<file path="src/rtl/icache_assoc.sv">
// Set-associative, multi-word-block, read-only instruction cache between the
// fetch port and the memory instruction channel; invalid-first/round-robin fill.
module icache_assoc #(
  parameter int unsigned SETS  = 8,
  parameter int unsigned WAYS  = 2,
  parameter int unsigned WORDS = 2
) (
  input  logic        CLK,
  input  logic        RST,
  input  logic        imemREN,
  input  logic [31:0] imemaddr,
  input  logic        flush,
  output logic        ihit,
  output logic [31:0] imemload,
  output logic        iREN,
  output logic [31:0] iaddr,
  input  logic        iwait,
  input  logic [31:0] iload
);

  localparam int unsigned S  = $clog2(SETS);
  localparam int unsigned W  = $clog2(WORDS);
  localparam int unsigned TW = 32 - S - W - 2;
  localparam int unsigned CW = (W > 0) ? W : 1;
  localparam int unsigned PW = (WAYS > 1) ? $clog2(WAYS) : 1;

  typedef enum logic {LOOKUP, FILL} state_t;
  state_t state, state_next;

  logic [TW-1:0] req_tag;
  logic [S-1:0]  req_idx;
  logic [CW-1:0] req_word;
  logic [1:0]    unused_byte_bits;

  assign req_tag          = imemaddr[31:S+W+2];
  assign req_idx          = imemaddr[S+W+1:W+2];
  assign unused_byte_bits = imemaddr[1:0];

  generate
    if (W > 0) begin : g_word
      assign req_word = imemaddr[W+1:2];
    end else begin : g_noword
      assign req_word = '0;
    end
  endgenerate

  logic [SETS-1:0] valid [WAYS];
  logic [TW-1:0]   tags  [WAYS][SETS];
  logic [31:0]     data  [WAYS][SETS][WORDS];
  logic [PW-1:0]   vptr  [SETS];

  logic [TW-1:0] fill_tag;
  logic [S-1:0]  fill_idx;
  logic [CW-1:0] cnt;
  logic [31:0]   buffer [WORDS];

  logic [WAYS-1:0] match;
  logic [31:0]     hit_word;
  logic            lookup_hit;
  logic [PW-1:0]   victim;
  logic            from_ptr;
  logic            fill_done;

  always_comb begin
    match    = '0;
    hit_word = '0;
    for (int unsigned w = 0; w < WAYS; w++) begin
      if (valid[w][req_idx] && tags[w][req_idx] == req_tag) begin
        match[w] = 1'b1;
        hit_word = data[w][req_idx][req_word];
      end
    end
  end

  assign lookup_hit = |match;

  // Lowest-numbered invalid way wins; the round-robin pointer is only a fallback.
  always_comb begin
    victim   = vptr[fill_idx];
    from_ptr = 1'b1;
    for (int unsigned w = 0; w < WAYS; w++) begin
      if (from_ptr && !valid[w][fill_idx]) begin
        victim   = PW'(w);
        from_ptr = 1'b0;
      end
    end
  end

  assign fill_done = (state == FILL) && !iwait && !flush && (cnt == CW'(WORDS - 1));

  always_comb begin
    state_next = state;
    ihit       = 1'b0;
    imemload   = '0;
    iREN       = 1'b0;
    iaddr      = '0;
    unique case (state)
      LOOKUP: begin
        ihit = imemREN && lookup_hit && !flush && !RST;
        if (ihit) imemload = hit_word;
        if (imemREN && !lookup_hit && !flush) state_next = FILL;
      end
      FILL: begin
        if (!RST) begin
          iREN  = 1'b1;
          iaddr = {fill_tag, fill_idx, {(W + 2){1'b0}}} | (32'(cnt) << 2);
        end
        if (flush || fill_done) state_next = LOOKUP;
      end
    endcase
  end

  always_ff @(posedge CLK) begin
    if (RST) begin
      state    <= LOOKUP;
      cnt      <= '0;
      fill_tag <= '0;
      fill_idx <= '0;
      for (int unsigned w = 0; w < WAYS; w++) valid[w] <= '0;
      for (int unsigned s = 0; s < SETS; s++) vptr[s] <= '0;
      for (int unsigned k = 0; k < WORDS; k++) buffer[k] <= '0;
    end else begin
      state <= state_next;
      if (flush) begin
        for (int unsigned w = 0; w < WAYS; w++) valid[w] <= '0;
        for (int unsigned s = 0; s < SETS; s++) vptr[s] <= '0;
      end else begin
        if (state == LOOKUP && imemREN && !lookup_hit) begin
          fill_tag <= req_tag;
          fill_idx <= req_idx;
          cnt      <= '0;
        end
        if (state == FILL && !iwait) begin
          buffer[cnt] <= iload;
          cnt         <= cnt + CW'(1);
        end
        if (fill_done) begin
          valid[victim][fill_idx] <= 1'b1;
          if (from_ptr && WAYS > 1) vptr[fill_idx] <= vptr[fill_idx] + PW'(1);
        end
      end
    end
  end

  // Tag/data arrays carry no reset; the final beat bypasses the buffer.
  always_ff @(posedge CLK) begin
    if (!RST && fill_done) begin
      tags[victim][fill_idx] <= fill_tag;
      for (int unsigned k = 0; k + 1 < WORDS; k++) data[victim][fill_idx][k] <= buffer[k];
      data[victim][fill_idx][WORDS-1] <= iload;
    end
  end

  always_ff @(posedge CLK) begin
    if (!RST && state == LOOKUP && imemREN) assert ($countones(match) <= 1);
  end

endmodule

</file>
<file path="config.mk">
export PLATFORM = sky130hd
export DESIGN_NAME = icache_assoc
export DESIGN_NICKNAME = d
export VERILOG_FILES = /design/src/rtl/icache_assoc.sv
export SDC_FILE = /design/constraint.sdc
export NUM_CORES = 2
export LEC_CHECK = 0
export CAP_MARGIN = 5
export CORE_MARGIN = 2
export CORE_UTILIZATION = 62
export DETAILED_ROUTE_END_ITERATION = 10
export PLACE_DENSITY = 0.8
export SETUP_SLACK_MARGIN = 0.05
export SLEW_MARGIN = 40
export SYNTH_ARGS = -nofsm -noshare
export SYNTH_HDL_FRONTEND = slang
export SYNTH_SLANG_ARGS = --single-unit
export TNS_END_PERCENT = 50
</file>
<file path="constraint.sdc">
create_clock -name CLK -period 9.25 [get_ports CLK]
set_input_delay 1.3875 -clock CLK [delete_from_list [all_inputs] [get_ports CLK]]
set_output_delay 1.3875 -clock CLK [all_outputs]
set_load 0.01 [all_outputs]
</file>
# == After elaboration in Yosys (flattened, before gate mapping) ==
# Memory sizes are Yosys's and may differ from the RTL's. A register that Yosys moved wholly into a read port is not among the register bits.
# Cells that the tools add are included.
# totals
ff_bits,31
in_bits,69
wordCells,1186
ramBits,1528
mem_count,5
# memory_table
memory,words,word_bits,read_ports,rd_clocked_by_memory_dff,write_ports,line,source
data,2,512,2,0,1,49,logic [31:0] data [WAYS][SETS][WORDS];
tags,2,208,2,0,1,48,logic [TW-1:0] tags [WAYS][SETS];
buffer,2,32,1,0,2,55,logic [31:0] buffer [WORDS];
valid,2,8,2,0,2,47,logic [SETS-1:0] valid [WAYS];
vptr,8,1,1,1,8,50,logic [PW-1:0] vptr [SETS];
# classes
magnitude_cmp,7
muxes,609
n_bitwise,528
reduce_logical,29
addsub,2
eq_ne,2
# op_table
cell,count
512-bit two-way mux,2
1-bit two-way mux,561
1-bit bitwise OR,522
32-bit two-way mux,14
64-bit binary-select mux with 3-bit select,2
64-bit demux with 3-bit select,2
64-bit two-way mux,5
208-bit two-way mux,1
26-bit binary-select mux with 3-bit select,2
26-bit two-way mux,5
26-bit demux with 3-bit select,1
26-bit == test,2
8-bit two-way mux,5
32-bit by 3-bit bitwise OR with 32-bit output,1
32-bit OR reduction,1
1-bit logical AND,16
1-bit binary-select mux with 3-bit select,4
3-bit two-way mux,3
4-bit >= comparator (second input constant),2
3-bit by 4-bit < comparator with 1-bit output (second input constant),2
3-bit NOT with 4-bit output,2
8-bit OR reduction,1
1-bit zero test,5
4-bit by 1-bit < comparator with 1-bit output (second input constant),1
12 further kinds,15

# == Longest topological paths before layout ==
# logic_depth
word_depth,13
depth_mapped,15

# == Least setup slack after synthesis ==
# OpenSTA, ideal clock, no wires.
# synth_path
kind,in2reg
start,input flush
end,memory data[1][0] in the netlist's numbering (enable)
arrival_time_ps,6412
required_time_ps,8709
path_buffers,2
path_stages,6
setup_ps,541
setup_slack_ps,2297
path_cell_list,nor2_1 > nand4b_1 > or2_2 > clkbuf_1 > clkbuf_1 > nor2_1
# synth_between
elab_chain_cells,7
# synth_lines
item,line,source
"start, declared",12,"input logic flush,"
1-bit zero test (*),89,assign fill_done = (state == FILL) && !iwait && !flush && (cnt == CW'(WORDS - 1));
1-bit logical AND (*) (2 in a row),89,
1-bit logical AND (*),147,if (!RST && fill_done) begin
1-bit two-way mux (*),147,
"512-bit two-way mux, on equally long branches","149, 150",
1-bit bitwise OR (no source line) (*),--,
"end, declared",49,
# Every way passes the cells marked *; elsewhere a longest branch is shown, timed or not.

# == Worst setup path in the final report ==
# layout_path
start,input imemaddr[5]
end,output imemload[13]
# layout_between
elab_chain_cells,13
# layout_lines
item,line,source
"start, declared",11,"input logic [31:0] imemaddr,"
3-bit NOT with 4-bit output (implied by the code),"68, 70",
26-bit binary-select mux with 3-bit select,68,if (valid[w][req_idx] && tags[w][req_idx] == req_tag) begin
26-bit two-way mux (implied by the code) (2 in a row),68,
26-bit == test,68,
1-bit logical AND,68,
1-bit two-way mux,68,
2-bit OR reduction,75,assign lookup_hit = |match;
1-bit logical AND (3 in a row),99,ihit = imemREN && lookup_hit && !flush && !RST;
32-bit two-way mux (*),100,if (ihit) imemload = hit_word;
32-bit two-way mux (*),97,unique case (state)
"end, declared",14,"output logic [31:0] imemload,"
# Every way passes the cells marked *; elsewhere a longest branch is shown, timed or not. The select of a mux whose other input is x is not followed.

==> flow_summary.ini <==
[status]
status = completed

[sta]
finalHoldViolations = 0
rsz0062_at_grt = no
final-max-slew-violation-count = 0
finalCriticalPeriod_ns = 7.88
finalClockSkew_ns = 0.0260
fmax_mhz = 127
relSlewSlack_pct = 36.8
fin_crit_sh_pct = 85.2
worstMarginPinSlew_ns = 0.947
setup_tns_ns = 0
timing.hold.ws_ns = 0.482
finalSetupViolCount = 0

[die]
start_util_pct = 62.4
die-area_um2 = 103000
die_w_um = 321
core_area_um2 = 99900
num_rows = 116
dieHeight_um = 321
ioPinCount = 135

[yosys]
async_flop_share_pct = 0
synth_area_leaders = edfxtp_1 71%, mux4_2 14%, mux2_2 4.9%, dfxtp_1 1.6%, mux2i_1 1.5%
yosysWarnings = 0
synth_fa_ha_area_share_pct = 0
synth_top_family_by_area = multiplexers
synth.top_cell.area_share_pct = 71.3
synth_compound_area_share_pct = 1.45
ys_seq_area_share_pct = 72.9
synth-simple-area-share_pct = 3.11
synth_xor_xnor_area_share_pct = 0.450
ys_types = 53
syn_area_per_cell_um2 = 20.9
synth_area_um2 = 62300
synth-main-ff-cell = edfxtp_1
synthMuxAreaShare_pct = 20.7
synth_edf_count = 1480
postSynthCellCount = 2985
ys_ff_latch = 1530
yosysTopAreaCell = edfxtp_1

[detailed_routing]
vias = 32290
drtIter0Drc = 4758
avgRoutedWirePerCell_um = 33.9
postRouteAntennaNets = 0
drt-vias-per-instance = 7.00
first_pass_iters = 6
drc = 0
drt_wl_total_um = 156000

[flow_run]
cap_violations = 0

[worst_setup_path]
cp-end-kind = primary output
max_stage_delay_ns = 0.75
path_cells = clkbuf_8, buf_12, mux4_2, nor2_1, o31a_1, nor4b_1, nand4_1, nor4_4, buf_4, nand3_1, a21oi_1, clkdlybuf4s50_1
cp_top_family = buffers and inverters
cp_max_fo = 62
crit_arrival_ns = 6.50
worstPathRequired_ns = 7.86
crit_type = in2out
crit_buf_inv = 4
cpMaxStageDelayCell = buf_4
worstSetupStartpointType = input port

[power]
ir_drop_mv = 0.213
p_per_area_nw_per_um2 = 203
p_leak_nw = 22.8

[cells_and_area]
layout.cells.non_filler = 4610
finalInstanceArea_um2 = 70600
final_util_pct = 70.7
drive_gt1_share_pct = 30.8
fillers = 5599
areaGrowthSynthToFinish_pct = 13.2
nNetsFinal = 3251

[cts]
h-tree-depth = 4
cts_tree = yes
clk_path_buf_depth = 3
cts_resized = 0
cts_buffers = 150
cts.clk_slew.worst_paths_ns = 0.06
cts_setup_buffers = 0
cts.sink_count = 1530
hold_buffers = 0
ctsRootBufferMaster = clkbuf_16
clock_latency_ns = 0.75

[global_route]
grt_usage_pct = 30.9
grt_max_degree = 92
overflow = 0
grt_pass1_wl_um = 228000
grt_pass1_vias = 33640
grt_antenna_before_repair = 5

[place]
dpl.hpwl_um = 79300
io_buffers = 130
dp.cells = 4326
place_area_um2 = 65500
gp_congestion = 0.803

[worst_hold_path]
hold_class = reg2reg
[state kept, by name, indices dropped and copies added, names as in the netlist, named ones only]
register and cells:
state 1, tags 416, fill_idx 3, buffer 32, cnt 1, data 1024
valid 16, fill_tag 26, vptr 8
[metrics by stage]
step	worst slack [ns]	total power (W)
6_report	1.37	0.0144
5_1_grt	1.38	0.0147
4_1_cts	1.36	0.0144
3_5_place_dp	1.47	0.00837
3_3_place_gp	1.42	0.00834
2_1_floorplan	2.30	0.00818
[Yosys cell counts (5+ instances only)]
library cell / n
edfxtp_1: 1480
mux4_2: 395
mux2_2: 272
clkbuf_1: 100
mux2i_1: 93
and2_1: 63
nand2b_1: 61
dfxtp_1: 50
nor2_1: 49
buf_2: 47
nand2_1: 40
nand3_1: 40
a21oi_1: 37
nor2b_1: 30
xnor2_1: 25
a21o_1: 21
a211oi_1: 18
buf_4: 15
o21ai_0: 14
a22oi_1: 13
a221oi_1: 10
buf_6: 9
buf_1: 8
nand4_1: 8
nor4_1: 8
o22ai_1: 8
nor3_1: 7
xor2_1: 7
nor4b_1: 6
or3_1: 6
nand3b_1: 5
or2_2: 5
[worst register-to-register path: stages (launching register included)]
cell and delay [ns]:
dfxtp_1 0.78, mux2_2 0.41, a22oi_1 0.16, a21oi_1 0.10, a211oi_1 0.35, inv_1 0.09
a21o_2 0.45, nor2_4 0.18, buf_4 0.59, buf_4 0.82
[cell families after synthesis]
family,after synthesis
compound gates,136
xor+xnor,32
buf+inv,182
flops,1530
mux,761
other cells,1
simple gates,343
[path summary, 6_finish.rpt]
kind | start | to | slack (ns) | cells after the start
max | imemaddr[5] | imemload[13] | 1.37 | 12
min reg2reg | valid[1][1]$_DFF_P_ | valid[1][1]$_DFF_P_ | 0.48 | 1
max reg2reg | fill_idx[1]$_SDFFE_PP0P_ | data[1][505]$_DFFE_PP_ | 4.91 | 9
min | valid[1][1]$_DFF_P_ | valid[1][1]$_DFF_P_ | 0.48 | 1
[metal layers]
layer  part of all wire, %  vias to the layer above  track usage, %
li1                      -                    12778               -
met1                    35                    16915            41.6
met2                    50                     2196            50.8
met3                    11                      399            6.06
met4                   3.6                        2            11.8
met5                0.0083                        -               0
[layout by cell type, fill, tap and decap left out, drive strengths merged, types with 10 or more instances in the layout]
| cell | instances |
|---|---|
| a21oi | 37 |
| a21o | 21 |
| and2 | 63 |
| nand2 | 40 |
| a211oi | 18 |
| mux4 | 395 |
| bufinv | 15 |
| a221oi | 10 |
| a22oi | 13 |
| buf | 96 |
| nor2b | 30 |
| nor2 | 49 |
| dfxtp | 50 |
| mux2 | 273 |
| xnor2 | 25 |
| nor4 | 11 |
| clkinv | 61 |
| nand2b | 61 |
| nand3 | 40 |
| inv | 12 |
| clkdlybuf4s50 | 125 |
| edfxtp | 1480 |
| clkbuf | 192 |
| mux2i | 93 |
| o21ai | 15 |
[area by class of cell]
class | count | area (um^2) | area share [%]
clock inverter | 87 | 850 | 1.20
timing repair buffer | 223 | 2300 | 3.26
tap | 1298 | 1620 | 2.30
multi-input combinational | 1274 | 16200 | 23.0
sequential | 1530 | 45400 | 64.4
inverter | 3 | 11.3 | 0.0160
antenna | 5 | 12.5 | 0.0177
clock buffer | 190 | 4080 | 5.78
[where the power goes]
group          internal, W  switching, W
Combinational     0.000287      0.000290
Clock              0.00355       0.00256
Sequential         0.00759     0.0000660
Power figures use the tool's default switching activity.
